**config.mk**
```make
export PLATFORM = sky130hd
export DESIGN_NAME = axi4_blk_regs
export DESIGN_NICKNAME = d
export VERILOG_FILES = /design/src/rtl/axi4_blk_regs.sv
export SDC_FILE = /design/constraint.sdc
export NUM_CORES = 1
export LEC_CHECK = 0
export ABC_AREA = 1
export CAP_MARGIN = 20
export CORE_UTILIZATION = 45
export CTS_CLUSTER_DIAMETER = 40
export DETAILED_ROUTE_END_ITERATION = 8
export PLACE_DENSITY_LB_ADDON = 0.08
export REMOVE_ABC_BUFFERS = 1
export SYNTH_ARGS = -nofsm -noshare
export SYNTH_HDL_FRONTEND = slang
export SYNTH_SLANG_ARGS = --single-unit
```
**constraint.sdc**
```tcl
create_clock -name clk_i -period 1.4 [get_ports clk_i]
set_input_delay 0.28 -clock clk_i [delete_from_list [all_inputs] [get_ports clk_i]]
set_output_delay 0.28 -clock clk_i [all_outputs]
set_load 0.02 [all_outputs]
```
**src/rtl/axi4_blk_regs.sv**
```systemverilog
// axi4_blk_regs: AXI4-lite slave holding two 32-bit words.
// Word 0 is a control/scratch register exported on ctrl_o.
// Word 1 is a scratch register, or a free-running event counter when the
// build macro AXI4_BLK_REGS_COUNTER_EN is defined. In the counter build,
// the counter advances while ctrl_o[0] is set.
module axi4_blk_regs (
    input  logic        clk_i,
    input  logic        rst_n_i,
    input  logic        awvalid_i,
    output logic        awready_o,
    input  logic [2:0]  awaddr_i,
    input  logic [2:0]  awprot_i,
    input  logic        wvalid_i,
    output logic        wready_o,
    input  logic [31:0] wdata_i,
    input  logic [3:0]  wstrb_i,
    output logic        bvalid_o,
    input  logic        bready_i,
    output logic [1:0]  bresp_o,
    input  logic        arvalid_i,
    output logic        arready_o,
    input  logic [2:0]  araddr_i,
    input  logic [2:0]  arprot_i,
    output logic        rvalid_o,
    input  logic        rready_i,
    output logic [31:0] rdata_o,
    output logic [1:0]  rresp_o,
    output logic [31:0] ctrl_o
);

    logic        aw_held;
    logic        aw_sel;
    logic        w_held;
    logic [31:0] w_data;
    logic [3:0]  w_strb;
    logic        bvalid;
    logic        rvalid;
    logic [31:0] rdata;
    logic [31:0] word0;
    logic [31:0] word1;
    logic        aw_hs;
    logic        w_hs;
    logic        ar_hs;
    logic        commit;
    logic        unused_inputs;

    // Byte-wise merge: strobed bytes take the new data, the rest keep the old value.
    function automatic logic [31:0] merge_bytes(input logic [31:0] old_val,
                                                input logic [31:0] new_val,
                                                input logic [3:0]  strb);
        logic [31:0] result;
        result = old_val;
        for (int i = 0; i < 4; i++) begin
            if (strb[i]) begin
                result[8*i +: 8] = new_val[8*i +: 8];
            end
        end
        return result;
    endfunction

    // Channels stall while their beat is held or a write response is pending.
    assign awready_o = ~aw_held & ~bvalid;
    assign wready_o  = ~w_held & ~bvalid;
    assign arready_o = ~rvalid;
    assign aw_hs     = awvalid_i & awready_o;
    assign w_hs      = wvalid_i & wready_o;
    assign ar_hs     = arvalid_i & arready_o;
    assign commit    = aw_held & w_held & ~bvalid;

    assign bvalid_o  = bvalid;
    assign bresp_o   = 2'b00;
    assign rvalid_o  = rvalid;
    assign rdata_o   = rdata;
    assign rresp_o   = 2'b00;
    assign ctrl_o    = word0;

    // Protection bits and sub-word address bits carry no meaning here.
    assign unused_inputs = ^{awprot_i, arprot_i, awaddr_i[1:0], araddr_i[1:0]};

    // Capture AW and W beats independently; both are released by the commit.
    always_ff @(posedge clk_i or negedge rst_n_i) begin
        if (!rst_n_i) begin
            aw_held <= 1'b0;
            aw_sel  <= 1'b0;
            w_held  <= 1'b0;
            w_data  <= 32'h0;
            w_strb  <= 4'h0;
        end else begin
            if (aw_hs) begin
                aw_held <= 1'b1;
                aw_sel  <= awaddr_i[2];
            end else if (commit) begin
                aw_held <= 1'b0;
            end
            if (w_hs) begin
                w_held <= 1'b1;
                w_data <= wdata_i;
                w_strb <= wstrb_i;
            end else if (commit) begin
                w_held <= 1'b0;
            end
        end
    end

    // Write response raised at commit, held until the master accepts it.
    always_ff @(posedge clk_i or negedge rst_n_i) begin
        if (!rst_n_i) begin
            bvalid <= 1'b0;
        end else if (commit) begin
            bvalid <= 1'b1;
        end else if (bvalid && bready_i) begin
            bvalid <= 1'b0;
        end
    end

    // Word 0: control/scratch register updated by strobed commits.
    always_ff @(posedge clk_i or negedge rst_n_i) begin
        if (!rst_n_i) begin
            word0 <= 32'h0;
        end else if (commit && !aw_sel) begin
            word0 <= merge_bytes(word0, w_data, w_strb);
        end
    end

`ifdef AXI4_BLK_REGS_COUNTER_EN
    // Word 1: event counter; a commit loads over the pre-increment value and wins.
    always_ff @(posedge clk_i or negedge rst_n_i) begin
        if (!rst_n_i) begin
            word1 <= 32'h0;
        end else if (commit && aw_sel) begin
            word1 <= merge_bytes(word1, w_data, w_strb);
        end else if (word0[0]) begin
            word1 <= word1 + 32'd1;
        end
    end
`else
    // Word 1: plain scratch register updated by strobed commits.
    always_ff @(posedge clk_i or negedge rst_n_i) begin
        if (!rst_n_i) begin
            word1 <= 32'h0;
        end else if (commit && aw_sel) begin
            word1 <= merge_bytes(word1, w_data, w_strb);
        end
    end
`endif

    // Read path: sample the selected word before any same-edge commit lands.
    always_ff @(posedge clk_i or negedge rst_n_i) begin
        if (!rst_n_i) begin
            rvalid <= 1'b0;
            rdata  <= 32'h0;
        end else if (ar_hs) begin
            rvalid <= 1'b1;
            rdata  <= araddr_i[2] ? word1 : word0;
        end else if (rvalid && rready_i) begin
            rvalid <= 1'b0;
        end
    end

endmodule

```
==> results of run 1 <==
-- cell families after synthesis --
group,after synthesis,synth area share (%)
flops,137,56.6
simple gates,382,29.1
compound gates,68,5.61
buf+inv,58,8.67
other cells,1,0.0619
-- metrics by stage --
step,worst slack [ps],cell area (µm²)
floorplan,-1570,5590
global placement,-72.9,7380
detailed placement,-122,7380
CTS,-155,8010
global route,-155,8060
finish,-121,8060
-- registers in the layout, summed over array words and instances (netlist names) --
name      count
rvalid_o      1
w_strb        4
ctrl_o       32
word1        32
bvalid_o      1
rdata_o      32
w_data       32
aw_sel        1
w_held        1
aw_held       1
-- layout make-up --
cell class | count | area share (%)
sequential | 137 | 42.6
multi-input combinational | 454 | 26.6
timing repair buffer | 172 | 20.7
clock buffer | 30 | 6.76
tap | 176 | 2.73
inverter | 8 | 0.528
clock inverter | 1 | 0.0621
-- metal layers --
layer | track usage [%] | up-vias | part of all wire (%)
met2 | 37.1 | 172 | 48
met1 | 31.6 | 2478 | 45
met5 | 0 | - | 0
li1 | - | 2442 | -
met3 | 4.65 | 19 | 5.6
met4 | 8.09 | 0 | 1.5
-- power by group through the flow --
| stage | Clock [mW] | Combinational, mW | Sequential [mW] |
|---|---|---|---|
| 2_1_floorplan | 0 | 2.40 | 7.98 |
| 3_3_place_gp | 0 | 6.95 | 6.99 |
| 3_5_place_dp | 0 | 7.09 | 7.07 |
| 4_1_cts | 4.19 | 6.92 | 7.01 |
| 5_1_grt | 4.35 | 7.93 | 7.26 |
| 6_report | 4.16 | 7.25 | 7.04 |
-- repair_timing --
item | 4_1_cts | 5_1_grt
resized for setup | 162 | 46
hold endpoints to repair | 25 | 0
pin swaps | 2 | 2
cloned | 0 | 4
buffers inserted | 5 | 9
hold buffers | 1 | 0
endpoints found under the setup margin | 119 | 139
-- worst max-delay path by stage --
stage | startpoint | endpoint | cells after the start
finish | bvalid_o | wready_o | 3
global route | bvalid_o | wready_o | 3
CTS | bvalid_o | wready_o | 3
detailed placement | arvalid_i | rdata_o[1] | 6
global placement | arvalid_i | rdata_o[28] | 7
floorplan | bvalid_o | w_data[0] | 4
-- critical path, delay by kind of cell, from the launching register on --
kind                   cells  cell delay (ps)
AND/OR/NAND/NOR            1              120
buffers and inverters      2              280
flip-flops                 1              420
-- synth_stat cells (all sizes together) --
cell / count / area share (%)
o21ai: 67 / 5.5
clkbuf: 11 / 1.8
dfrtp: 137 / 57
conb: 1 / 0.062
nor2: 37 / 2.5
nand4: 64 / 6.6
buf: 39 / 6.1
inv: 8 / 0.70
nand3: 44 / 5.3
a21oi: 1 / 0.082
nand2: 237 / 15
==> impl_metrics.tcl, run 1 <==
set metrics [dict create \
    tns_ps -4330 \
    grt_antenna_before_repair 0 \
    syn_area_um2 6060 \
    ios 128 \
    power_density_nw_per_um2 2290 \
    dpl.hpwl_um 9910 \
    clk_pin_slew_ps 50 \
    power_switching_mw 7.20 \
    start_kind "flip-flop" \
    drv_cap 0 \
    grt_pass1_wl_um 25000 \
    worstHoldEndpoint "w_strb[3]" \
    ys_ff_latch 137 \
    drc 0 \
    worstPathRequired_ps 1120 \
    min_period_ps 1520 \
    grt_max_degree 38 \
    r2r_cells 9 \
    clock_path_buffers 2 \
    worst_slack_ps -121 \
    reg2reg_to "w_data[27]" \
    dp.cells 928 \
    arrival_ps 1240 \
    rsz0062_at_grt "true" \
    path_class "reg2out" \
    grt_pass1_vias 4897 \
    synth.distinct_cells 22 \
    core-area_um2 13200 \
    violations "negative setup slack" \
    switching_share_pct 39.0 \
    seq_area_um2 3430 \
    peakVddDrop_mv 1.09 \
    timing.hold.ws_ps 199 \
    p_seq_share_pct 38.2 \
    multi_input_area_um2 2140 \
    viasPerCell 5.23 \
    detail-route-antenna-nets 0 \
    leakagePower_nw 4.01 \
    mostFrequentLayoutCells "nand2_1, dfrtp_1, nand4_1" \
    grtUsageTotal_pct 23.2 \
    period_share_pct 109 \
    initial_core_util_pct 46.0 \
    num_vias 5111 \
    slew_violations 0 \
    p_clk_share_pct 22.5 \
    io_buffers 113 \
    die_h_um 118 \
    nNetsFinal 845 \
    core.rowCount 42 \
    numClockSinks 137 \
    min_path_type "in2reg" \
    synthCells 646 \
    intPower_mw 11.3 \
    endpoint_kind "output pin" \
    ctsHtreeMaxLevel 4 \
    slowest_stage "dfrtp_2" \
    slowest_delay_ps 420 \
    r2r-start "bvalid_o" \
    crit_chain "buf_6, nor2_4, buf_4" \
    drtIter0Drc 433 \
    finalSetupViolations 101 \
    gp_congestion 0.764 \
    fillerInstances 1160 \
    n_antenna_cell 0 \
    reg2reg_setup_slack_ps -80 \
    final_core_util_pct 61.1 \
    wl_um 15800 \
    numCtsBuffers 17 \
    cts_tree "built" \
    clk_latency_ps 420 \
    dieArea_um2 13900 \
    worstPathMaxFanout 3 \
    worstHoldStart "wvalid_i" \
    cts_root_buffer "clkbuf_16" \
    gr-total-overflow 0 \
    fin_cells 978 \
    ys_seq_area_share_pct 56.6 \
    status "finished with violations" \
    first_pass_iters 5 \
    fmax_mhz 657 \
    drive_above_1_share_pct 18.2 \
    pwr-share-comb_pct 39.3 \
    hold_path_depth 3 \
    p_total_mw 18.4 \
    final_common_cell "nand2_1" \
    routedWlPerCell_um 16.2 \
    fp.dieW_um 118 \
    syn_area_per_cell_um2 9.38 \
    final_hold_viol_count 0 \
    fin_worst_skew_ps 4.64 \
    syn2layout_area_growth_pct 32.9 \
    ys.warnings.count 0 \
]
No activity file was read; power rests on OpenSTA's default activity.
==> run 2, diff against run 1 <==
SLEW_MARGIN = 20   (was not set)
==> results of run 2 <==
The final DEF is identical to that of run 1; final timing and power are the same.
==> run 3, diff against run 2 <==
DONT_BUFFER_PORTS = 1   (was not set)
==> run 3 against run 2 <==
Net effect: the flow finishes with violations (negative hold slack, negative setup slack); utilization fell by 7.0 points; design area fell by 12%; combinational power down 36%; register-to-register slack better by 160 ps; clock power shrank 2%; clock skew rose by 2.7 ps; die area unchanged; total power decreased by 8.6%; via count down 7.4%; hold slack worse by 640 ps; sequential power rose by 16%; final cell count fell by 10%; critical endpoint unchanged; highest routed layer unchanged.
==> impl_metrics.tcl, run 3 (synthesis gave the netlist of run 1 again) <==
set metrics [dict create \
    clk_pin_slew_ps 60 \
    reg2reg_setup_slack_ps 80 \
    maxSlewHeadroom_pct 51.8 \
    grtUsageTotal_pct 23.8 \
    io_buffers 0 \
    fp.dieW_um 118 \
    grt_pass1_wl_um 25100 \
    leakagePower_nw 3.52 \
    min_path_type "in2async" \
    worst_slack_ps -81.3 \
    fin_worst_skew_ps 7.38 \
    grt_max_degree 138 \
    routedWlPerCell_um 18.0 \
    ios 128 \
    drtIter0Drc 460 \
    initial_core_util_pct 46.0 \
    fillerInstances 1245 \
    worst_slew_pin_slew_ps 720 \
    core.rowCount 42 \
    r2r_cells 6 \
    min_period_ps 1480 \
    clk_latency_ps 420 \
    period_share_pct 106 \
    detail-route-antenna-nets 0 \
    reg2reg_to "ctrl_o[7]" \
    p_total_mw 16.9 \
    power_density_nw_per_um2 2360 \
    wl_um 15800 \
    start_kind "flip-flop" \
    worstPathRequired_ps 1120 \
    status "finished with violations" \
    worstPathMaxFanout 7 \
    clock_path_buffers 2 \
    grt_pass1_vias 4736 \
    cts_root_buffer "clkbuf_16" \
    gp_congestion 0.739 \
    dieArea_um2 13900 \
    startpoint "bvalid_o" \
    fmax_mhz 675 \
    endpoint_kind "output pin" \
    num_vias 4733 \
    numCtsBuffers 17 \
    first_pass_iters 5 \
    grt_antenna_before_repair 0 \
    slew_violations 0 \
    dpl.hpwl_um 8810 \
    timing.hold.ws_ps -446 \
    r2r-start "w_held" \
    syn2layout_area_growth_pct 17.6 \
    drc 0 \
    nNetsFinal 748 \
    final_common_cell "nand2_1" \
    peakVddDrop_mv 1.18 \
    rsz0062_at_grt "true" \
    arrival_ps 1200 \
    path_class "reg2out" \
    ctsHtreeMaxLevel 4 \
    die_h_um 118 \
    drv_cap 0 \
    violations "negative hold slack, negative setup slack" \
    final_core_util_pct 54.1 \
    gr-total-overflow 0 \
    core-area_um2 13200 \
    viasPerCell 5.38 \
    mostFrequentLayoutCells "nand2_1, dfrtp_1, nand4_1" \
    drive_above_1_share_pct 11.5 \
    numClockSinks 137 \
    final_hold_viol_count 137 \
    n_antenna_cell 0 \
    finalSetupViolations 2 \
    cts_tree "built" \
]
-- run 3: cell count changes in the layout (fill, tap and decap cells not counted), moves of 7 or more --
cell,previous run,this run
buf_12,12,4
buf_2,7,0
buf_4,39,28
clkbuf_2,22,0
clkdlybuf4s15_1,25,0
clkdlybuf4s15_2,13,0
clkdlybuf4s50_1,42,0
dlygate4sd3_1,1,36
-- run 3: layer usage --
metal / global-route usage, % / vias to the layer above / wire, µm
met5: 0 / - / 0
met4: 9.05 / 0 / 272
met3: 7.03 / 21 / 929
met2: 38.1 / 144 / 7750
met1: 30.3 / 2314 / 6860
li1: - / 2254 / -
-- run 3: final cells by class --
type / instances / area [µm²] / share of cell area (%)
well taps: 176 / 220 / 3.09
flip-flops and latches: 137 / 3430 / 48.1
multi-input cells: 454 / 2130 / 29.9
inverters: 8 / 42.5 / 0.597
clock inverters: 2 / 10.0 / 0.140
repair buffers: 75 / 771 / 10.8
clock buffers: 28 / 527 / 7.39
-- run 3: critical path, stage by stage, from the launching register on --
cell and delay (ps):
dfrtp_1 390, buf_6 150, nor2_4 90, buf_6 150
-- run 3: worst max path at each step --
stage,endpoint,slack [ps],cells past startpoint
after floorplan,w_data[0],-1570,4
after global placement,ctrl_o[19],100,6
after detailed placement,ctrl_o[18],70,6
after CTS,wready_o,-110,3
after global routing,awready_o,-140,3
final,wready_o,-80,3
-- run 3: power by group --
group	total, mW	internal (mW)	switching, mW
Clock	4.09	2.52	1.57
Combinational	4.63	1.88	2.75
Sequential	8.14	5.64	2.49
Total	16.9	10.0	6.81
-- run 3: per-stage QoR --
stage	setup TNS (ps)	hold slack, ps	setup slack [ps]	instance area (µm²)	cells
after detailed placement	0	-11.3	68.3	6050	799
after global placement	0	-12.8	100	6050	799
after floorplan	-113520	-15.6	-1570	5590	599
after CTS	-186	-459	-108	6970	866
after global routing	-355	-461	-141	7130	880
final	-157	-446	-81.3	7130	880
-- run 3: repair_timing --
action                                  4_1_cts  5_1_grt
endpoints found under the setup margin        3       51
endpoints found under the hold margin       170      140
gates resized for setup                       5        1
pin swaps                                     1        2
cloned                                        0        3
buffers inserted                              2       10
hold buffers                                 35        1
